==> src/rtl/elevator_pkg.sv <==
// Shared encodings for the elevator datapath: FSM states, floor codes and
// relative request indexing used by the button decode and the motion FSM.
package elevator_pkg;

  localparam logic [2:0] ST_IDLE      = 3'd0;
  localparam logic [2:0] ST_MOVE_UP   = 3'd1;
  localparam logic [2:0] ST_MOVE_DOWN = 3'd2;
  localparam logic [2:0] ST_ARRIVE    = 3'd3;
  localparam logic [2:0] ST_DOOR_OPEN = 3'd4;

  localparam logic [1:0] FLOOR1 = 2'd0;
  localparam logic [1:0] FLOOR2 = 2'd1;
  localparam logic [1:0] FLOOR3 = 2'd2;
  localparam logic [1:0] FLOOR4 = 2'd3;

  // Request vectors are relative to the car: [0] here, [1] above, [2] below.
  localparam int IDX_HERE  = 0;
  localparam int IDX_ABOVE = 1;
  localparam int IDX_BELOW = 2;

  typedef struct packed {
    logic here;
    logic above;
    logic below;
  } req_groups_t;

  function automatic req_groups_t group_requests(input logic [2:0] up,
                                                 input logic [2:0] down,
                                                 input logic [2:0] in_car);
    req_groups_t g;
    g.here  = up[IDX_HERE]  | down[IDX_HERE]  | in_car[IDX_HERE];
    g.above = up[IDX_ABOVE] | down[IDX_ABOVE] | in_car[IDX_ABOVE];
    g.below = up[IDX_BELOW] | down[IDX_BELOW] | in_car[IDX_BELOW];
    return g;
  endfunction

endpackage

==> src/rtl/elevator_motion_fsm_cycle_timer.sv <==
// Loadable down-counter shared by travel and door timing; done marks the
// last counted cycle (count of one, or an idle zero).
module cycle_timer #(
  parameter int W = 3
) (
  input  logic         clk,
  input  logic         reset,
  input  logic         load,
  input  logic [W-1:0] load_val,
  output logic         done
);

  logic [W-1:0] count;

  always_ff @(posedge clk or posedge reset) begin
    if (reset) begin
      count <= '0;
    end else if (load) begin
      count <= load_val;
    end else if (count != '0) begin
      count <= count - W'(1);
    end
  end

  assign done = (count <= W'(1));

endmodule

==> src/rtl/elevator_motion_fsm.sv <==
// Car motion controller: picks a travel direction from relative requests,
// times floor-to-floor moves and door dwell, and reports position/door state.
module elevator_motion_fsm
  import elevator_pkg::*;
#(
  parameter int MOVE_CYCLES = 4,
  parameter int DOOR_CYCLES = 3
) (
  input  logic       clk,
  input  logic       reset,
  input  logic [2:0] ctrl_button_up,
  input  logic [2:0] ctrl_button_down,
  input  logic [2:0] ctrl_button_in,
  input  logic       door_hold,
  output logic [1:0] pos,
  output logic       open,
  output logic       dir_up,
  output logic       moving
);

  localparam int TIMER_MAX = (MOVE_CYCLES > DOOR_CYCLES) ? MOVE_CYCLES : DOOR_CYCLES;
  localparam int TW = $clog2(TIMER_MAX + 1);
  localparam logic [TW-1:0] MOVE_LOAD = TW'(MOVE_CYCLES);
  localparam logic [TW-1:0] DOOR_LOAD = TW'(DOOR_CYCLES);

  logic [2:0]    state;
  logic [2:0]    next_state;
  logic [1:0]    next_pos;
  logic          next_dir;
  logic          hold_reload;
  logic          timer_load;
  logic          timer_done;
  logic [TW-1:0] timer_val;
  req_groups_t   req;
  logic          stop;
  logic          pref;
  logic          opp;
  logic [2:0]    cont_state;
  logic          cont_dir;

  assign req = group_requests(ctrl_button_up, ctrl_button_down, ctrl_button_in);

  // A call in the travel direction is picked up on the way; a call the other
  // way is only taken when nothing lies further ahead of the car.
  assign stop = dir_up
    ? (ctrl_button_in[IDX_HERE] | ctrl_button_up[IDX_HERE]   | (ctrl_button_down[IDX_HERE] & ~req.above))
    : (ctrl_button_in[IDX_HERE] | ctrl_button_down[IDX_HERE] | (ctrl_button_up[IDX_HERE]   & ~req.below));

  // Where to head after an arrival without a stop or after the door closes.
  always_comb begin
    pref       = dir_up ? req.above : req.below;
    opp        = dir_up ? req.below : req.above;
    cont_state = ST_IDLE;
    cont_dir   = dir_up;
    if (pref) begin
      cont_state = dir_up ? ST_MOVE_UP : ST_MOVE_DOWN;
    end else if (opp) begin
      cont_state = dir_up ? ST_MOVE_DOWN : ST_MOVE_UP;
      cont_dir   = ~dir_up;
    end
  end

  always_comb begin
    next_state  = state;
    next_pos    = pos;
    next_dir    = dir_up;
    hold_reload = 1'b0;
    case (state)
      ST_IDLE: begin
        if (req.here) begin
          next_state = ST_DOOR_OPEN;
        end else if (req.above) begin
          next_state = ST_MOVE_UP;
          next_dir   = 1'b1;
        end else if (req.below) begin
          next_state = ST_MOVE_DOWN;
          next_dir   = 1'b0;
        end
      end
      ST_MOVE_UP: begin
        if (timer_done) begin
          next_state = ST_ARRIVE;
          if (pos != FLOOR4) next_pos = pos + 2'd1;
        end
      end
      ST_MOVE_DOWN: begin
        if (timer_done) begin
          next_state = ST_ARRIVE;
          if (pos != FLOOR1) next_pos = pos - 2'd1;
        end
      end
      ST_ARRIVE: begin
        if (stop) begin
          next_state = ST_DOOR_OPEN;
        end else begin
          next_state = cont_state;
          next_dir   = cont_dir;
        end
      end
      ST_DOOR_OPEN: begin
        if (door_hold) begin
          hold_reload = 1'b1;
        end else if (timer_done) begin
          next_state = cont_state;
          next_dir   = cont_dir;
        end
      end
      default: next_state = ST_IDLE;
    endcase
  end

  // The timer is reloaded on every state entry and on each held door cycle.
  assign timer_load = hold_reload | (next_state != state);

  always_comb begin
    timer_val = '0;
    if (next_state == ST_MOVE_UP || next_state == ST_MOVE_DOWN) begin
      timer_val = MOVE_LOAD;
    end else if (next_state == ST_DOOR_OPEN) begin
      timer_val = DOOR_LOAD;
    end
  end

  cycle_timer #(.W(TW)) u_timer (
    .clk      (clk),
    .reset    (reset),
    .load     (timer_load),
    .load_val (timer_val),
    .done     (timer_done)
  );

  always_ff @(posedge clk or posedge reset) begin
    if (reset) begin
      state  <= ST_IDLE;
      pos    <= FLOOR1;
      dir_up <= 1'b1;
      open   <= 1'b0;
      moving <= 1'b0;
    end else begin
      state  <= next_state;
      pos    <= next_pos;
      dir_up <= next_dir;
      open   <= (next_state == ST_DOOR_OPEN);
      moving <= (next_state == ST_MOVE_UP) || (next_state == ST_MOVE_DOWN);
    end
  end

endmodule
==> config.mk <==
export PLATFORM = sky130hd
export DESIGN_NAME = elevator_motion_fsm
export DESIGN_NICKNAME = d
export VERILOG_FILES = /design/src/rtl/elevator_pkg.sv /design/src/rtl/elevator_motion_fsm_cycle_timer.sv /design/src/rtl/elevator_motion_fsm.sv
export SDC_FILE = /design/constraint.sdc
export NUM_CORES = 1
export LEC_CHECK = 0
export ABC_AREA = 1
export BUFFER_PORTS_ARGS = -buffer_cell sky130_fd_sc_hd__buf_2
export CELL_PAD_IN_SITES_DETAIL_PLACEMENT = 0
export CELL_PAD_IN_SITES_GLOBAL_PLACEMENT = 1
export CORE_MARGIN = 5
export CORE_UTILIZATION = 34
export DETAILED_ROUTE_END_ITERATION = 8
export PLACE_DENSITY_LB_ADDON = 0.1
export SLEW_MARGIN = 0
export SYNTH_ARGS = -nofsm -noshare
export SYNTH_HDL_FRONTEND = slang
export SYNTH_SLANG_ARGS = --single-unit
==> constraint.sdc <==
create_clock -name clk -period 1.85 [get_ports clk]
set_input_delay 0.0925 -clock clk [delete_from_list [all_inputs] [get_ports clk]]
set_output_delay 0.0925 -clock clk [all_outputs]
set_load 0.02 [all_outputs]
==> results of run 1 <==
==> registers in the layout (all words and copies together) (netlist names) <==
signal / count
state: 3
u_timer.count: 3
open: 1
dir_up: 1
pos: 2
moving: 1
==> metrics by stage <==
step	power, mW	instances	worst slack, ns	utilization, %	hold WS [ns]
global placement	1.83	188	-0.00147	42.1	0.122
detailed placement	1.84	188	-0.0306	42.1	0.127
global route	2.77	201	-0.102	52.0	0.276
CTS	2.13	195	0.0100	44.9	0.200
finish	2.52	201	0.0661	52.0	0.244
floorplan	1.47	137	0.139	-	-0.0558
==> layer usage <==
| metal | global-route usage (%) | vias to the layer above | wire length, µm |
|---|---|---|---|
| met5 | 0 | - | 0 |
| li1 | - | 501 | - |
| met4 | 5.45 | 0 | 57 |
| met1 | 15.5 | 451 | 988 |
| met2 | 24.2 | 14 | 1220 |
| met3 | 1.89 | 5 | 70 |
==> power by group through the flow <==
stage | clock network, mW | logic, mW | registers (mW)
CTS | 0.178 | 1.48 | 0.470
floorplan | 0 | 0.961 | 0.512
detailed placement | 0 | 1.38 | 0.462
finish | 0.176 | 1.87 | 0.478
global placement | 0 | 1.37 | 0.464
global route | 0.192 | 2.09 | 0.493
==> kinds of logic (layout without fill, tap and decap cells) <==
logic type                 Yosys count  count (layout)  share of synthesized area (%)
xor gates and xnor gates             3               3                           2.93
adders and majority gates            3               3                           4.18
buffers and inverters               26              60                           11.0
AOI/OAI and AO/OA                   19              19                           12.0
and+or+nand+nor                     75              75                           39.1
DFF                                 11              11                           30.8
==> critical path: stages (launching register included) <==
cell and delay (ns):
dfrtp_1 0.40, inv_2 0.10, ha_4 0.14, nand2_4 0.06, nand2_4 0.08, nand2_4 0.07
nor2_4 0.13, nor2_2 0.05, nand2_2 0.08, nand2_4 0.06, nand2_2 0.06, nand2_2 0.06
nor2_4 0.13, nand2_2 0.08, inv_2 0.07, nand2_1 0.05, nand2_1 0.05, inv_1 0.03
==> cells in the mapped netlist <==
library cell	number	area, µm²
nor2_1	8	30.0
ha_1	3	37.5
nor2_2	3	18.8
o211ai_1	1	7.51
a21oi_1	5	25.0
inv_2	2	7.51
or2_2	1	6.26
o21ai_1	1	5.00
nand4_1	1	6.26
nand2_1	32	120
a21boi_0	1	7.51
nor3_1	1	5.00
dfrtp_1	10	250
o21ai_2	1	8.76
nand2_2	11	68.8
a21oi_2	1	8.76
nor2_4	1	11.3
inv_1	23	86.3
o21ai_0	9	45.0
dfstp_2	1	26.3
clkinv_2	1	5.00
nand3_1	17	85.1
xor2_1	2	17.5
xnor2_1	1	8.76
==> worst max-delay path by stage <==
| stage | start | end | slack, ns | cells past startpoint |
|---|---|---|---|---|
| final | u_timer.count[1] | u_timer.count[2] | 0.07 | 17 |
| after floorplan | u_timer.count[1] | u_timer.count[2] | 0.14 | 15 |
| after CTS | state[0] | u_timer.count[2] | 0.01 | 16 |
| after detailed placement | u_timer.count[1] | u_timer.count[2] | -0.03 | 17 |
| after global routing | u_timer.count[1] | u_timer.count[1] | -0.10 | 17 |
| after global placement | u_timer.count[1] | u_timer.count[2] | -0.001 | 14 |
==> layout make-up <==
class,count,area [µm²]
inverters,26,98.8
fillers,249,1200
flip-flops and latches,11,279
multi-input cells,100,667
well taps,30,37.5
clock buffers,4,26.3
repair buffers,30,191
==> what timing repair did <==
action | CTS | global route
hold endpoints to repair | 10 | 0
endpoints found under the setup margin | 3 | 5
hold buffers | 1 | 0
buffers inserted | 2 | 6
gates resized for setup | 7 | 35
pin swaps | 3 | 14
==> flow_summary.yaml, run 1 <==
cells_and_area:
  final_common_cell: "nand2_1"
  diodes: 0
  final_cell_mix: "nand2_1, inv_1, buf_2"
  syn_to_final_growth_pct: 44.7
  fin_nets: 187
  finalInstanceArea_um2: 1300
  drive_gt1_share_pct: 47.4
detailed_routing:
  dr.pass1.iters: 4
  vias: 971
  drc_errors: 0
  routed_wl_um: 2330
  drtIter0Drc: 40
  wire_per_inst_um: 11.6
  vias_per_cell: 4.83
  ant_nets: 0
worst_setup_path:
  r2r_slack_ns: 0.07
  rr_endpoint: "u_timer.count[2]"
  arrival_ns: 1.96
  cp-start-kind: "flop"
  end_kind: "flop"
  rr_worst_depth: 17
  required_ns: 2.03
  r2r-start: "u_timer.count[1]"
  critPathMaxFanout: 4
  crit_type: "reg2reg"
sta:
  tightest_slew_ns: 0.454
  fmax_ghz: 0.561
  fin_skew_ns: 0.00216
  rsz0062_at_grt: "yes"
  timing.slew.headroom_pct: 69.7
  hold_violations: 0
  slew_viol_final: 0
  finalCritPeriodShare_pct: 96.4
  finalSetupViolCount: 0
  fin_setup_tns_ns: 0
  period_minus_slack_ns: 1.78
power_and_ir_drop:
  power.switching_mw: 1.29
  seqPwrFrac_pct: 18.9
  peakVddDrop_mv: 0.962
  cellInternalPower_mw: 1.23
  pwr-share-comb_pct: 74.1
  swShare_pct: 51.1
  clockPowerShare_pct: 7.0
  pwr_density_cell_nw_per_um2: 1940
  p_leak_nw: 0.712
floorplan:
  fp.dieW_um: 61.4
  ios: 17
  die_h_um: 61.4
  initial_utilization_pct: 35.9
  coreArea_um2: 2500
  die-area_um2: 3770
  rows: 18
yosys:
  synth-seq-cells: 11
  yosysWarnings: 0
  netlist_area_um2: 898
  ys_seq_area_share_pct: 30.8
  syn_area_per_cell_um2: 6.56
  synth_nets: 152
  synth.lib_cells_used.distinct: 24
  postSynthCellCount: 137
run_status:
  status: "finished clean"
clock_tree:
  cts.sinks: 11
  clk_pin_slew_ns: 0.07
  tritoncts: "built"
  worstSkewPairLatency_ns: 0.28
  cts_root_buf: "clkbuf_4"
  htree_levels: 1
  cts_made_buffers: 3
  cts_buffer_depth: 2
placement:
  place.port_buffers: 16
  dp_hpwl_um: 1720
  dpl_cell_area_um2: 1050
  gp_congestion: 0.779
global_route:
  grt_pass1_vias: 894
  grt_pass1_wl_um: 3660
  track_usage_pct: 13.3
  antenna_found_initial: 0
  grt-ovfl-total: 0
  grt_max_degree: 12
worst_hold_path:
  min_from: "door_hold"
  hp-class: "in2reg"
  holdPathStages: 5
  min_to: "open"
flow_run:
  drv_cap: 0
(Power assumes the default switching activity.)
==> run 2, diff against run 1 <==
- CORE_UTILIZATION: 34 -> 40
- clock period: 1.85 -> 2.3 ns (I/O delays scaled with it)
==> flow_summary.yaml, run 2 (synthesis gave the netlist of run 1 again) <==
placement:
  pre_cts_ws_ns: 0.341
  dpl.cell_count: 181
  place.port_buffers: 16
  gp_congestion: 0.810
  dp_hpwl_um: 1580
power_and_ir_drop:
  peakVddDrop_mv: 0.599
  pwr_density_cell_nw_per_um2: 1450
  p_leak_nw: 0.607
  power_mw: 1.53
global_route:
  track_usage_pct: 12.4
  grt-ovfl-total: 0
  grt_pass1_vias: 815
  grt_pass1_wl_um: 3220
  grt_max_degree: 12
  antenna_found_initial: 0
detailed_routing:
  wire_per_inst_um: 10.4
  routed_wl_um: 1940
  drtIter0Drc: 18
  vias: 882
  ant_nets: 0
  vias_per_cell: 4.74
  dr.pass1.iters: 4
  drc_errors: 0
worst_setup_path:
  path_cells: "inv_1 > ha_1 > nand2_1 > nand2_2 > nand2_2 > a21oi_2 > nand2_2 > o21ai_2 > o21ai_1 > nor2_4 > nand2_2 > inv_2 > nand2_1 > nand2_1 > inv_1"
  end_kind: "flop"
  cp-start-kind: "flop"
  worst-path-buf-inv: 3
  max_stage_delay_ns: 0.38
  critPathMaxFanout: 4
  cpMostUsedCell: "nand2_2"
  crit_type: "reg2reg"
  required_ns: 2.47
  arrival_ns: 2.13
  path_delay_family: "simple AND/OR/NAND/NOR gates"
  cp_slowest_cell: "dfrtp_1"
cells_and_area:
  final_cell_mix: "nand2_1, inv_1, nand3_1"
  drive_gt1_share_pct: 25.9
  top_regs: "state x3, u_timer.count x3, pos x2"
  fill_cells: 236
  diodes: 0
  final_common_cell: "nand2_1"
  stdcell_count: 186
  syn_to_final_growth_pct: 16.9
  fin_nets: 174
clock_tree:
  htree_levels: 1
  worstSkewPairLatency_ns: 0.27
  tritoncts: "built"
  post_cts_buffers: 0
  clk_pin_slew_ns: 0.07
  cts_made_buffers: 3
  cts_resized: 0
  cts_root_buf: "clkbuf_4"
  cts.sinks: 11
  cts_buffer_depth: 2
  hold_buffers: 1
floorplan:
  rows: 17
  die-area_um2: 3290
  coreArea_um2: 2170
  initial_utilization_pct: 41.4
  ios: 17
  fp.dieW_um: 57.4
  die_h_um: 57.4
sta:
  finalSetupViolCount: 0
  fmax_ghz: 0.511
  finalCritPeriodShare_pct: 85.1
  rsz0062_at_grt: "no"
  tightest_slew_ns: 0.451
  worst_slack_ns: 0.342
  period_minus_slack_ns: 1.96
  timing.slew.headroom_pct: 69.9
  slew_viol_final: 0
  fin_skew_ns: 0.00152
  hold_violations: 0
  fin_setup_tns_ns: 0
flow_run:
  drv_cap: 0
worst_hold_path:
  hp-class: "in2reg"
run_status:
  status: "finished clean"
-- run 2: cell count changes in the layout (fill, tap and decap cells not counted), sizes merged --
| cell | change |
|---|---|
| buf | -13 |
-- run 2: per-layer routing --
layer  share of wire, %  track usage, %  up-vias
li1                   -               -      469
met1                 48            14.8      399
met2                 48            20.3       10
met3                2.4            2.71        4
met4                2.2            7.28        0
met5                  0               0        -
-- run 2: power breakdown --
group | total, mW | internal, mW | switching (mW)
clock network | 0.133 | 0.0672 | 0.0660
logic | 1.02 | 0.357 | 0.662
registers | 0.375 | 0.298 | 0.0779
total | 1.53 | 0.721 | 0.806
-- run 2: layout make-up --
type	instances	area, µm²	area share (%)
repair buffers	17	90.1	8.58
well taps	28	35.0	3.34
flip-flops and latches	11	277	26.3
inverters	26	98.8	9.42
clock buffers	4	26.3	2.50
multi-input cells	100	523	49.8
-- run 2: worst min-delay path: stages --
cell and delay, ns:
buf_2 0.10, o21ai_2 0.07, nand2_1 0.06, nand2_1 0.04, nand2_1 0.04
-- run 2: through the flow --
| step | area (µm²) | utilization [%] | hold slack [ns] |
|---|---|---|---|
| 2_1_floorplan | 898 | - | -0.0333 |
| 3_3_place_gp | 1010 | 46.7 | 0.133 |
| 3_5_place_dp | 1010 | 46.7 | 0.146 |
| 4_1_cts | 1050 | 48.4 | 0.194 |
| 5_1_grt | 1050 | 48.4 | 0.223 |
| 6_report | 1050 | 48.4 | 0.193 |
-- run 2: final timing paths --
kind	from	to	slack (ns)	cells after the start
worst max-delay path	u_timer.count[1]	u_timer.count[2]	0.34	15
worst min-delay path	door_hold	u_timer.count[0]	0.19	5
worst max register to register	u_timer.count[1]	u_timer.count[2]	0.34	15
worst min register to register	pos[0]	pos[0]	0.50	1
max in group asynchronous	reset	dir_up	1.57	3
min in group asynchronous	reset	state[1]	0.39	3
